<file path="src/rtl/if_id_pkg.sv">
// Shared types and constants for the IF/ID elastic pipeline register.
// Holds the control state encoding, the NOP instruction word and default widths.
package if_id_pkg;

    typedef enum logic [1:0] {
        EMPTY = 2'd0,
        ONE   = 2'd1,
        TWO   = 2'd2
    } state_e;

    localparam int DEFAULT_PC_W    = 32;
    localparam int DEFAULT_INSTR_W = 32;
    localparam int DEFAULT_LANES   = 1;

    // Wide enough for any supported instruction width; users slice the low bits.
    localparam logic [63:0] NOP_INSTR = 64'd0;

endpackage

</file>
<file path="src/rtl/if_id_entry.sv">
// One fetch-bundle payload register (PC, lane instructions, lane mask).
// Lanes whose mask bit is clear are stored as NOP so decode never sees stale words.
module if_id_entry
    import if_id_pkg::*;
#(
    parameter int PC_W    = DEFAULT_PC_W,
    parameter int INSTR_W = DEFAULT_INSTR_W,
    parameter int LANES   = DEFAULT_LANES
) (
    input  logic                     clk_i,
    input  logic                     rst_ni,
    input  logic                     load_i,
    input  logic                     clear_i,
    input  logic [PC_W-1:0]          pc_i,
    input  logic [LANES*INSTR_W-1:0] instr_i,
    input  logic [LANES-1:0]         mask_i,
    output logic [PC_W-1:0]          pc_o,
    output logic [LANES*INSTR_W-1:0] instr_o,
    output logic [LANES-1:0]         mask_o
);

    logic [PC_W-1:0]          pc_q;
    logic [LANES*INSTR_W-1:0] instr_q;
    logic [LANES*INSTR_W-1:0] instrScrubbed;
    logic [LANES-1:0]         mask_q;

    always_comb begin
        instrScrubbed = '0;
        for (int i = 0; i < LANES; i++) begin
            instrScrubbed[i*INSTR_W +: INSTR_W] = mask_i[i] ? instr_i[i*INSTR_W +: INSTR_W]
                                                            : NOP_INSTR[INSTR_W-1:0];
        end
    end

    always_ff @(posedge clk_i) begin
        if (!rst_ni || clear_i) begin
            pc_q    <= '0;
            instr_q <= '0;
            mask_q  <= '0;
        end else if (load_i) begin
            pc_q    <= pc_i;
            instr_q <= instrScrubbed;
            mask_q  <= mask_i;
        end
    end

    assign pc_o    = pc_q;
    assign instr_o = instr_q;
    assign mask_o  = mask_q;

endmodule

</file>
<file path="src/rtl/if_id_skid_register.sv">
// Elastic IF/ID register with a two-entry skid buffer so In_Ready comes from a flop.
// MAIN drives the decode-side outputs directly; SKID catches the bundle accepted while stalled.
module if_id_skid_register
    import if_id_pkg::*;
#(
    parameter int PC_W    = DEFAULT_PC_W,
    parameter int INSTR_W = DEFAULT_INSTR_W,
    parameter int LANES   = DEFAULT_LANES
) (
    input  logic                     Clk,
    input  logic                     Rst_n,
    input  logic                     In_Valid,
    output logic                     In_Ready,
    input  logic [PC_W-1:0]          In_PC,
    input  logic [LANES*INSTR_W-1:0] In_Instr,
    input  logic [LANES-1:0]         In_LaneMask,
    input  logic                     Flush,
    output logic                     Out_Valid,
    input  logic                     Out_Ready,
    output logic [PC_W-1:0]          Out_PC,
    output logic [LANES*INSTR_W-1:0] Out_Instr,
    output logic [LANES-1:0]         Out_LaneMask,
    output logic [1:0]               Occupancy
);

    state_e state_q, state_d;
    logic   inReady_q;
    logic   inFire, outFire;
    logic   mainLoad, skidLoad, mainFromSkid;

    logic [PC_W-1:0]          skidPc, mainPcIn;
    logic [LANES*INSTR_W-1:0] skidInstr, mainInstrIn;
    logic [LANES-1:0]         skidMask, mainMaskIn;

    assign In_Ready = inReady_q;
    assign inFire   = In_Valid & inReady_q;
    assign outFire  = Out_Valid & Out_Ready;

    always_ff @(posedge Clk) begin
        if (!Rst_n) begin
            state_q   <= EMPTY;
            inReady_q <= 1'b1;
        end else begin
            state_q   <= state_d;
            inReady_q <= (state_d != TWO);
        end
    end

    always_comb begin
        state_d = state_q;
        case (state_q)
            EMPTY: if (inFire) state_d = ONE;
            ONE: begin
                if (inFire && !outFire)      state_d = TWO;
                else if (!inFire && outFire) state_d = EMPTY;
            end
            TWO:     if (outFire) state_d = ONE;
            default: state_d = EMPTY;
        endcase
        if (Flush) state_d = EMPTY;
    end

    // Flush suppresses every load; both entries are cleared by the shared clear input.
    always_comb begin
        Out_Valid    = (state_q != EMPTY);
        Occupancy    = state_q;
        mainLoad     = 1'b0;
        skidLoad     = 1'b0;
        mainFromSkid = (state_q == TWO);
        if (!Flush) begin
            case (state_q)
                EMPTY: mainLoad = inFire;
                ONE: begin
                    mainLoad = inFire & outFire;
                    skidLoad = inFire & ~outFire;
                end
                TWO:     mainLoad = outFire;
                default: mainLoad = 1'b0;
            endcase
        end
    end

    assign mainPcIn    = mainFromSkid ? skidPc    : In_PC;
    assign mainInstrIn = mainFromSkid ? skidInstr : In_Instr;
    assign mainMaskIn  = mainFromSkid ? skidMask  : In_LaneMask;

    if_id_entry #(.PC_W(PC_W), .INSTR_W(INSTR_W), .LANES(LANES)) uMain (
        .clk_i   (Clk),
        .rst_ni  (Rst_n),
        .load_i  (mainLoad),
        .clear_i (Flush),
        .pc_i    (mainPcIn),
        .instr_i (mainInstrIn),
        .mask_i  (mainMaskIn),
        .pc_o    (Out_PC),
        .instr_o (Out_Instr),
        .mask_o  (Out_LaneMask)
    );

    if_id_entry #(.PC_W(PC_W), .INSTR_W(INSTR_W), .LANES(LANES)) uSkid (
        .clk_i   (Clk),
        .rst_ni  (Rst_n),
        .load_i  (skidLoad),
        .clear_i (Flush),
        .pc_i    (In_PC),
        .instr_i (In_Instr),
        .mask_i  (In_LaneMask),
        .pc_o    (skidPc),
        .instr_o (skidInstr),
        .mask_o  (skidMask)
    );

endmodule

</file>
<file path="config.mk">
export PLATFORM = sky130hd
export DESIGN_NAME = if_id_skid_register
export DESIGN_NICKNAME = d
export VERILOG_FILES = /design/src/rtl/if_id_pkg.sv /design/src/rtl/if_id_entry.sv /design/src/rtl/if_id_skid_register.sv
export SDC_FILE = /design/constraint.sdc
export NUM_CORES = 1
export LEC_CHECK = 0
export BUFFER_PORTS_ARGS = -buffer_cell sky130_fd_sc_hd__buf_2
export CORE_MARGIN = 5
export CORE_UTILIZATION = 53
export DETAILED_ROUTE_END_ITERATION = 8
export PLACE_DENSITY = 0.8
export SYNTH_ARGS = -nofsm -noshare
export SYNTH_HDL_FRONTEND = slang
export SYNTH_SLANG_ARGS = --single-unit
</file>
<file path="constraint.sdc">
create_clock -name Clk -period 1.9 [get_ports Clk]
set_input_delay 0.19 -clock Clk [delete_from_list [all_inputs] [get_ports Clk]]
set_output_delay 0.19 -clock Clk [all_outputs]
set_load 0.1 [all_outputs]
</file>
==> run_results.csv, run 1 <==
group,metric,value,unit
pwr,seq_power_share,39.7,%
worst_setup_path,max_stage_delay,0.54,ns
clocking,cts_max_path_buffers,2,
place,place_congestion,0.7468,
place,portBuffers,138,
synth,synth.avg_cell_area,9.167,um^2
synth,synth_top_cell_area_share,48.17,%
grt,grt_pass1_wl,24.42,mm
worst_hold_path,hold_depth,3,
grt,grt_util_all_layers,23.41,%
worst_setup_path,r2r_start,"Occupancy[1]",
route,route.detailed.drc,0,
clocking,cts_sinks,133,
clocking,h-tree-depth,4,
synth,syn_area,5528,um^2
worst_hold_path,min-delay-start,"Rst_n",
layout,final_cells,932,
worst_setup_path,criticalPathCategory,"flop to flop",
pwr,cellLeakagePower,3.428,nW
route,ant_nets,0,
layout,fin_nets,854,
sta,drv_slew,0,
pwr,combPwrFrac,14.0,%
floorplan,core_area,10230,um^2
clocking,numCtsBuffers,17,
route,via_per_inst,5.440,
sta,timing.hold.ws,0.1076,ns
synth,ys_top_cells_by_area,"dfxtp_1, mux2i_1, a211oi_2",
worst_setup_path,endpoint_kind,"flop",
worst_setup_path,r2r_slack,0.08,ns
place,place_inst,835,
synth,synth_warnings,0,
synth,yosysSeqAreaShare,48.17,%
worst_setup_path,regToRegEndpoint,"uMain.pc_o[19]",
pwr,swShare,26.39,%
worst_setup_path,r2r_cells,5,
sta,setup_ws,0.07700,ns
route,routed_wl,14.69,mm
sta,tightest_slew,0.6082,ns
sta,setup_tns,0,ns
worst_setup_path,path_delay_family,"simple AND/OR/NAND/NOR gates",
synth,ys_types,28,
clocking,cts_tree,"built",
pwr,power_switching,0.001911,W
worst_setup_path,crit_chain,"and4bb_1 > or3_2 > buf_12 > nor2_1 > a211oi_2",
place,hpwl,8.884,mm
outcome,outcome,"finished, final reports clean",
worst_setup_path,cp.required,2.29,ns
sta,max_slew_margin,59.45,%
clocking,cts-root-buf,"clkbuf_8",
floorplan,initial_core_util,54.03,%
sta,hold_viol,0,
layout,drive_gt1_share,28.27,%
grt,grt_pass1_vias,4996,
worst_setup_path,cpMaxStageDelayCell,"or3_2",
worst_setup_path,start_kind,"flop",
pwr,cellPowerDensity,953.0,nW/um^2
sta,fmax,548.5,MHz
floorplan,die_w,112.1,um
clocking,clk_latency,0.51,ns
sta,finalSetupViolCount,0,
flow_run,max_cap_violations,0,
sta,fin_crit_sh,95.95,%
route,wire_per_inst,15.76,um
layout,area_delta_synth_final,37.44,%
sta,rsz0062_at_grt,"false",
worst_hold_path,holdCritPathClass,"primary input to flop",
synth,synth_top_area_cell,"dfxtp_1",
sta,min_period,1.823,ns
grt,antenna_found_initial,0,
synth,synth.net_count,673,
synth,syn_inst,603,
place,dp_slack,0.1107,ns
route,first_pass_iters,5,
clocking,clk_pin_slew,0.06,ns
route,drt_iter0_drc,297,
floorplan,rows,37,
route,route.vias.total,5070,
clocking,post_cts.repair.setup_buffers,0,
pwr,clkPwrFrac,46.3,%
worst_setup_path,critical_path_buf_inv_count,1,
worst_setup_path,cp_max_fo,50,
pwr,internal_power,0.005330,W
sta,clock_skew,0.007742,ns
worst_hold_path,holdPathEnd,"Occupancy[0]",
grt,overflow,0,
grt,grt_max_degree,67,
synth,yosys_register_bits,133,
floorplan,die-area,12570,um^2
floorplan,die_h,112.1,um
floorplan,boundaryPins,139,
pwr,vdd_drop_max,0.5665,mV
worst_setup_path,crit_arrival,2.21,ns
layout,antenna_cells,0,
==> synth_stat cells <==
cell	instances
o31ai_1	33
or3_1	1
nor4_1	1
a21oi_1	66
buf_4	6
and4b_1	1
nand2_1	102
nor2_1	33
a211oi_2	32
a211oi_1	1
or2_2	1
or4_1	1
nand2b_1	3
o21ai_1	1
buf_6	4
mux2i_1	64
mux2_2	1
a211o_1	1
inv_1	1
nor2b_1	1
buf_2	12
buf_1	7
clkbuf_1	28
nand3_1	66
o31a_1	1
and3b_1	1
dfxtp_1	133
and4bb_1	1
==> worst reg2reg max path: stages (launching register included) <==
cell      delay [ns]
dfxtp_4         0.40
and4bb_1        0.28
or3_2           0.54
buf_12          0.23
nor2_1          0.19
a211oi_2        0.07
==> per-layer routing <==
metal  routed length [um]  vias up  global-route usage [%]
met5                    0        -                       0
met3                 1063       16                   7.385
met1                 6048     2385                   28.46
met2                 7389      186                   39.65
li1                     -     2483                       -
met4                  185        0                   7.212
==> layout make-up <==
type,count,area [um^2]
Inverter,1,3.754
Clock buffer,22,452.9
Timing Repair Buffer,219,1526
Multi-Input combinational cell,412,2620
Fill cell,724,2634
Tap cell,136,170.2
Sequential cell,133,2674
Clock inverter,9,150.1
==> cells by family (layout without fill, tap and decap cells) <==
| logic type | after synthesis | count (layout) | synth area share [%] |
|---|---|---|---|
| AND/OR/NAND/NOR | 212 | 212 | 16.64 |
| flip-flops | 133 | 133 | 48.17 |
| multiplexers | 65 | 65 | 11.79 |
| AO/OA/AOI/OAI | 135 | 135 | 18.24 |
| buffers and inverters | 58 | 251 | 5.161 |
==> worst max-delay path by stage <==
| stage | end | cells after the start | start |
|---|---|---|---|
| 6_report | uMain.pc_o[19] | 5 | Occupancy[1] |
| 2_1_floorplan | uSkid.instr_o[1] | 6 | In_Ready |
| 5_1_grt | uMain.pc_o[29] | 5 | Occupancy[1] |
| 4_1_cts | uMain.pc_o[22] | 5 | Occupancy[1] |
| 3_5_place_dp | uMain.pc_o[16] | 5 | Occupancy[1] |
| 3_3_place_gp | uMain.pc_o[22] | 5 | Occupancy[1] |
==> sequential cells by signal, summed over array words and instances (netlist names) <==
register	count
uMain.pc_o	32
uSkid.instr_o	32
In_Ready	1
Occupancy	2
uSkid.pc_o	32
uMain.instr_o	32
uSkid.mask_o	1
uMain.mask_o	1
==> repair_timing <==
item / CTS / global route
hold buffers: 66 / 0
resized for setup: 0 / 0
endpoints found under the hold margin: 68 / 0
==> cell usage in the layout (no fill, tap or decap) <==
master         count
a211o_1            1
a211oi_1           1
a211oi_2          32
a21oi_1           66
and3b_1            1
and4b_1            1
and4bb_1           1
buf_12             5
buf_2            138
buf_4             10
bufinv_16          4
clkbuf_1           3
clkbuf_16         16
clkbuf_8           3
clkinv_2           3
clkinv_4           1
dfxtp_1          130
dfxtp_4            3
dlygate4sd3_1     66
inv_1              1
inv_4              1
mux2_2             1
mux2i_1           64
nand2_1          101
nand2_4            1
nand2b_1           2
nand2b_4           1
nand3_1           66
nor2_1            33
nor2b_2            1
nor4_2             1
o21ai_1            1
o31a_1             1
o31ai_1           32
o31ai_4            1
or2_2              1
or3_2              1
or4_2              1
==> power by group through the flow <==
stage / logic, W / clock network [W] / registers [W]
5_1_grt: 0.00107 / 0.00355 / 0.00288
6_report: 0.00102 / 0.00335 / 0.00288
4_1_cts: 0.00101 / 0.00340 / 0.00287
3_3_place_gp: 0.000884 / 0 / 0.00293
3_5_place_dp: 0.000901 / 0 / 0.00293
2_1_floorplan: 0.000327 / 0 / 0.00329
==> through the flow <==
stage | utilization (%) | area [um^2] | total power [W]
global route | 74.26 | 7597 | 0.007504
global placement | 61.91 | 6334 | 0.003815
detailed placement | 61.91 | 6334 | 0.003833
finish | 74.26 | 7597 | 0.007240
floorplan | - | 5539 | 0.003621
CTS | 74.26 | 7597 | 0.007280
No activity file was read; power rests on OpenSTA's default activity.
==> inputs of run 2 (changes only) <==
ABC_AREA = 1   (was unset)
CAP_MARGIN = 30   (was unset)
PLACE_DENSITY = 0.79   (was 0.8)
clock period = 1.7 ns   (was 1.9 ns; I/O delays follow)
==> run_results.csv, run 2 <==
group,metric,value,unit
worst_setup_path,cp_max_fo,14,
place,portBuffers,138,
route,drt_iter0_drc,407,
clocking,numCtsBuffers,17,
grt,antenna_found_initial,0,
synth,yosysSeqAreaShare,46.86,%
synth,synth.avg_cell_area,6.772,um^2
floorplan,die-area,12890,um^2
sta,finalSetupViolCount,0,
pwr,internal_power,0.005866,W
route,wire_per_inst,13.36,um
grt,grt_pass1_wl,26.06,mm
synth,synth_top_cell_area_share,46.86,%
clocking,cts-root-buf,"clkbuf_8",
route,route.vias.total,5880,
route,first_pass_iters,5,
synth,synth_compound_gate_area_share,17.49,%
layout,fin_nets,1091,
layout,final_cells,1168,
layout,mostFrequentLayoutCells,"nand2_1, buf_2, dfxtp_1",
pwr,total_power,0.007952,W
route,route.detailed.drc,0,
clocking,cts_max_path_buffers,2,
clocking,clk_pin_slew,0.06,ns
synth,synth-edff-count,0,
synth,synthTopCellsByCount,"nand2_1, dfxtp_1, a21oi_1, o21ai_0, inv_1",
pwr,seq_power_share,40.1,%
sta,setup_tns,0,ns
grt,grt_util_all_layers,24.33,%
synth,synthMostInstantiatedCell,"nand2_1",
pwr,combPwrFrac,13.1,%
synth,synth_top_area_cell,"dfxtp_1",
grt,grt_use_met2,40.79,%
place,hpwl,9.310,mm
floorplan,die_h,113.5,um
clocking,h-tree-depth,4,
sta,fmax,617.8,MHz
pwr,power_switching,0.002086,W
worst_setup_path,criticalPathCategory,"flop to primary output",
worst_setup_path,worstSetupStartpoint,"Occupancy[1]",
grt,grt_max_degree,67,
clocking,cts_sinks,133,
synth,synth_xor_area_share,0,%
synth,synthMuxAreaShare,0,%
worst_hold_path,holdPathEnd,"uSkid.pc_o[21]",
grt,grt-busiest-layer,"met2",
clocking,clk_latency,0.51,ns
flow_run,max_cap_violations,0,
synth,ys_top_cells_by_area,"dfxtp_1, nand2_1, a21oi_1",
grt,grt_pass1_vias,5702,
sta,max_slew_margin,53.37,%
worst_setup_path,crit_arrival,1.45,ns
sta,rsz0062_at_grt,"false",
grt,overflow,0,
synth,ys.flop_type,"dfxtp_1",
sta,setup_ws,0.08137,ns
worst_hold_path,min-delay-start,"In_PC[21]",
worst_hold_path,hold_depth,3,
grt,use_met1,30.27,%
worst_setup_path,r2r_slack,0.10,ns
sta,hold_viol,0,
worst_setup_path,start_kind,"flop",
sta,fin_crit_sh,95.21,%
synth,synthAdderAreaFrac,0,%
synth,syn_area,5682,um^2
floorplan,boundaryPins,139,
worst_hold_path,holdCritPathClass,"primary input to flop",
worst_setup_path,cp.required,1.53,ns
synth,synth_warnings,0,
pwr,cellLeakagePower,3.539,nW
route,via_per_inst,5.034,
worst_setup_path,regToRegEndpoint,"Occupancy[0]",
worst_setup_path,endpoint_kind,"primary output",
layout,drive_gt1_share,19.19,%
outcome,outcome,"finished, final reports clean",
floorplan,rows,37,
layout,area_delta_synth_final,36.71,%
sta,min_period,1.619,ns
pwr,clkPwrFrac,46.9,%
sta,tightest_slew,0.6994,ns
grt,grtUsageMet3,6.207,%
pwr,swShare,26.23,%
worst_setup_path,r2r_cells,7,
place,place_congestion,0.8079,
worst_setup_path,r2r_start,"Occupancy[1]",
place,place_inst,1072,
synth,synthSimpleGateAreaFrac,26.03,%
sta,clock_skew,0.01046,ns
sta,drv_slew,0,
layout,final_common_cell,"nand2_1",
synth,synthArstFlopShare,0,%
floorplan,die_w,113.5,um
synth,ys_types,16,
clocking,cts_tree,"built",
route,ant_nets,0,
floorplan,core_area,10370,um^2
floorplan,initial_core_util,54.79,%
place,placed_area,6505,um^2
pwr,cellPowerDensity,1024,nW/um^2
place,dp_slack,0.2447,ns
synth,synth_top_family_by_area,"simple AND/OR/NAND/NOR gates",
route,routed_wl,15.60,mm
pwr,vdd_drop_max,0.6994,mV
synth,syn_inst,839,
layout,design_area,7767,um^2
synth,yosys_register_bits,133,
layout,antenna_cells,0,
synth,synth.net_count,909,
==> run 2: worst max path at each step <==
stage,cells past startpoint,endpoint,slack (ns)
6_report,4,Out_Valid,0.08
5_1_grt,4,Out_Valid,0.02
4_1_cts,4,Out_Valid,0.01
3_5_place_dp,8,uMain.instr_o[25],0.24
3_3_place_gp,8,uMain.instr_o[8],0.31
2_1_floorplan,8,uMain.pc_o[10],0.08
==> run 2: stage by stage <==
step / utilization (%) / hold WS, ns
after floorplan: - / 0.2830
after global placement: 62.73 / 0.4315
after detailed placement: 62.73 / 0.4363
after CTS: 74.87 / 0.004409
after global routing: 74.90 / 0.006531
final: 74.90 / 0.02410
==> run 2: critical path, cell delays in order, from the launching register on <==
cell and delay, ns:
dfxtp_4 0.41, buf_6 0.18, inv_1 0.10, nand2_4 0.08, buf_12 0.17
==> run 2: cell families after synthesis <==
family,Yosys count
buffers and inverters,132
flip-flops,133
AND/OR/NAND/NOR,376
AO/OA/AOI/OAI,198
==> run 2: area by class of cell <==
type / instances / area (um^2)
flip-flops and latches: 133 / 2674
fillers: 817 / 2603
multi-input cells: 574 / 2492
repair buffers: 223 / 1563
clock buffers: 18 / 417.9
inverters: 72 / 270.3
clock inverters: 12 / 180.2
well taps: 136 / 170.2
==> run 2: timing repair <==
action	in CTS	in global routing
setup buffers	0	0
hold endpoints to repair	66	0
hold buffers	66	0
gates resized for setup	0	2
setup endpoints to repair	0	2
==> run 2: power groups by stage <==
stage / sequential [W] / combinational (W) / clock, W
after floorplan: 0.00354 / 0.000363 / 0
after global placement: 0.00325 / 0.000901 / 0
after detailed placement: 0.00325 / 0.000905 / 0
after CTS: 0.00319 / 0.00103 / 0.00377
after global routing: 0.00319 / 0.00113 / 0.00392
final: 0.00319 / 0.00104 / 0.00373
==> run 2: metal layers <==
| layer | wire length [um] | vias up |
|---|---|---|
| met3 | 1059 | 25 |
| met5 | 0 | - |
| met2 | 7506 | 200 |
| li1 | - | 3005 |
| met4 | 312 | 0 |
| met1 | 6723 | 2650 |
==> inputs of run 3 (changes only) <==
CELL_PAD_IN_SITES_DETAIL_PLACEMENT = 0   (was unset)
CELL_PAD_IN_SITES_GLOBAL_PLACEMENT = 1   (was unset)
CORE_UTILIZATION = 37   (was 53)
PLACE_DENSITY = unset   (was 0.79)
PLACE_DENSITY_LB_ADDON = 0.1   (was unset)
==> run_results.csv, run 3 (synthesized netlist as in run 2, its figures left out) <==
group,metric,value,unit
grt,grt_max_degree,68,
floorplan,initial_core_util,37.51,%
outcome,outcome,"finished, final reports clean",
sta,hold_viol,0,
layout,design_area,7223,um^2
pwr,power_switching,0.002027,W
grt,overflow,0,
layout,mostFrequentLayoutCells,"nand2_1, buf_2, dfxtp_1",
sta,finalSetupViolCount,0,
grt,grt_pass1_wl,25.26,mm
clocking,cts_tree,"built",
route,met2WireLength,7.302,mm
pwr,clkPwrFrac,46.2,%
place,hpwl,10.23,mm
pwr,seq_power_share,41.6,%
worst_setup_path,start_kind,"flop",
sta,clock_skew,0.007870,ns
clocking,h-tree-depth,4,
flow_run,max_cap_violations,0,
worst_setup_path,crit_arrival,1.45,ns
route,route.detailed.drc,0,
layout,multiInputGateArea,2487,um^2
pwr,swShare,26.49,%
clocking,cts_max_path_buffers,2,
clocking,clk_pin_slew,0.06,ns
sta,rsz0062_at_grt,"false",
pwr,cellLeakagePower,3.284,nW
route,m1WireLength,7.090,mm
worst_setup_path,endpoint_kind,"primary output",
grt,grt_util_all_layers,17.30,%
pwr,combPwrFrac,12.1,%
pwr,vdd_drop_max,0.6513,mV
route,first_pass_iters,4,
pwr,cellPowerDensity,1060,nW/um^2
sta,fmax,616.1,MHz
floorplan,die_h,133.9,um
worst_setup_path,cp_max_fo,22,
layout,drive_gt1_share,20.21,%
route,via_per_inst,4.718,
clocking,cts-root-buf,"clkbuf_16",
floorplan,boundaryPins,139,
sta,min_period,1.623,ns
route,route.vias.total,5487,
clocking,numCtsBuffers,17,
grt,antenna_found_initial,0,
layout,fin_nets,1034,
place,place_congestion,0.7642,
grt,grt_pass1_vias,5181,
route,ant_nets,0,
route,wire_per_inst,13.24,um
place,portBuffers,138,
floorplan,die_w,133.9,um
layout,fill_cells,1599,
sta,tightest_slew,0.5791,ns
floorplan,core_area,15150,um^2
sta,timing.hold.ws,0.02073,ns
clocking,clk_latency,0.41,ns
route,routed_wl,15.40,mm
sta,max_slew_margin,61.39,%
place,placed_area,6573,um^2
layout,area_delta_synth_final,27.13,%
clocking,post_cts.repair.setup_buffers,0,
sta,drv_slew,0,
worst_setup_path,cp.required,1.53,ns
route,drt_iter0_drc,361,
sta,setup_ws,0.07681,ns
layout,antenna_cells,0,
worst_hold_path,holdCritPathClass,"primary input to flop",
sta,setup_tns,0,ns
route,top_layer,"met4",
layout,regArea,2674,um^2
floorplan,die-area,17930,um^2
pwr,internal_power,0.005626,W
sta,fin_crit_sh,95.48,%
layout,final_common_cell,"nand2_1",
place,dp_slack,0.1922,ns
worst_setup_path,criticalPathCategory,"flop to primary output",
floorplan,rows,45,
clocking,cts_sinks,133,
route,wl_met3,767,um
-- run 3: power by group through the flow --
stage | registers (W) | logic (W) | clock network [W]
2_1_floorplan | 0.00354 | 0.000363 | 0
3_3_place_gp | 0.00325 | 0.000918 | 0
3_5_place_dp | 0.00325 | 0.000919 | 0
4_1_cts | 0.00319 | 0.000936 | 0.00363
5_1_grt | 0.00319 | 0.00102 | 0.00375
6_report | 0.00319 | 0.000928 | 0.00354
-- run 3: per-layer routing --
layer	up-vias	track usage, %
met3	19	4.089
met4	0	6.057
met5	-	0
li1	2900	-
met1	2441	22.13
met2	127	28.64
-- run 3: cell type report --
type | instances | share of cell area, %
clock buffers | 22 | 6.426
clock inverters | 8 | 1.386
flip-flops and latches | 133 | 37.02
repair buffers | 166 | 13.74
inverters | 72 | 3.742
multi-input cells | 574 | 34.44
well taps | 188 | 3.257
-- run 3: per-stage QoR --
step,util [%],instances,power [W]
floorplan,-,839,0.003907
global placement,43.40,1125,0.004170
detailed placement,43.40,1125,0.004174
CTS,47.67,1163,0.007751
global route,47.69,1163,0.007963
finish,47.69,1163,0.007653
-- run 3: worst paths after layout --
path / start / endpoint / slack [ns] / depth (start not counted)
max: Occupancy[1] / Occupancy[1] / 0.08 / 2
min: In_Instr[29] / uSkid.instr_o[29] / 0.02 / 3
max reg2reg: Occupancy[0] / uMain.instr_o[9] / 0.20 / 7
min reg2reg: uSkid.pc_o[13] / uSkid.pc_o[13] / 0.44 / 2
-- run 3: critical path, stage by stage, from the launching register on --
cell and delay, ns:
dfxtp_4 0.39, buf_4 0.30, buf_4 0.35
-- run 3: what timing repair did --
item | CTS | global route
hold buffers | 8 | 0
endpoints found under the setup margin | 1 | 1
hold endpoints to repair | 8 | 0
gates resized for setup | 1 | 1
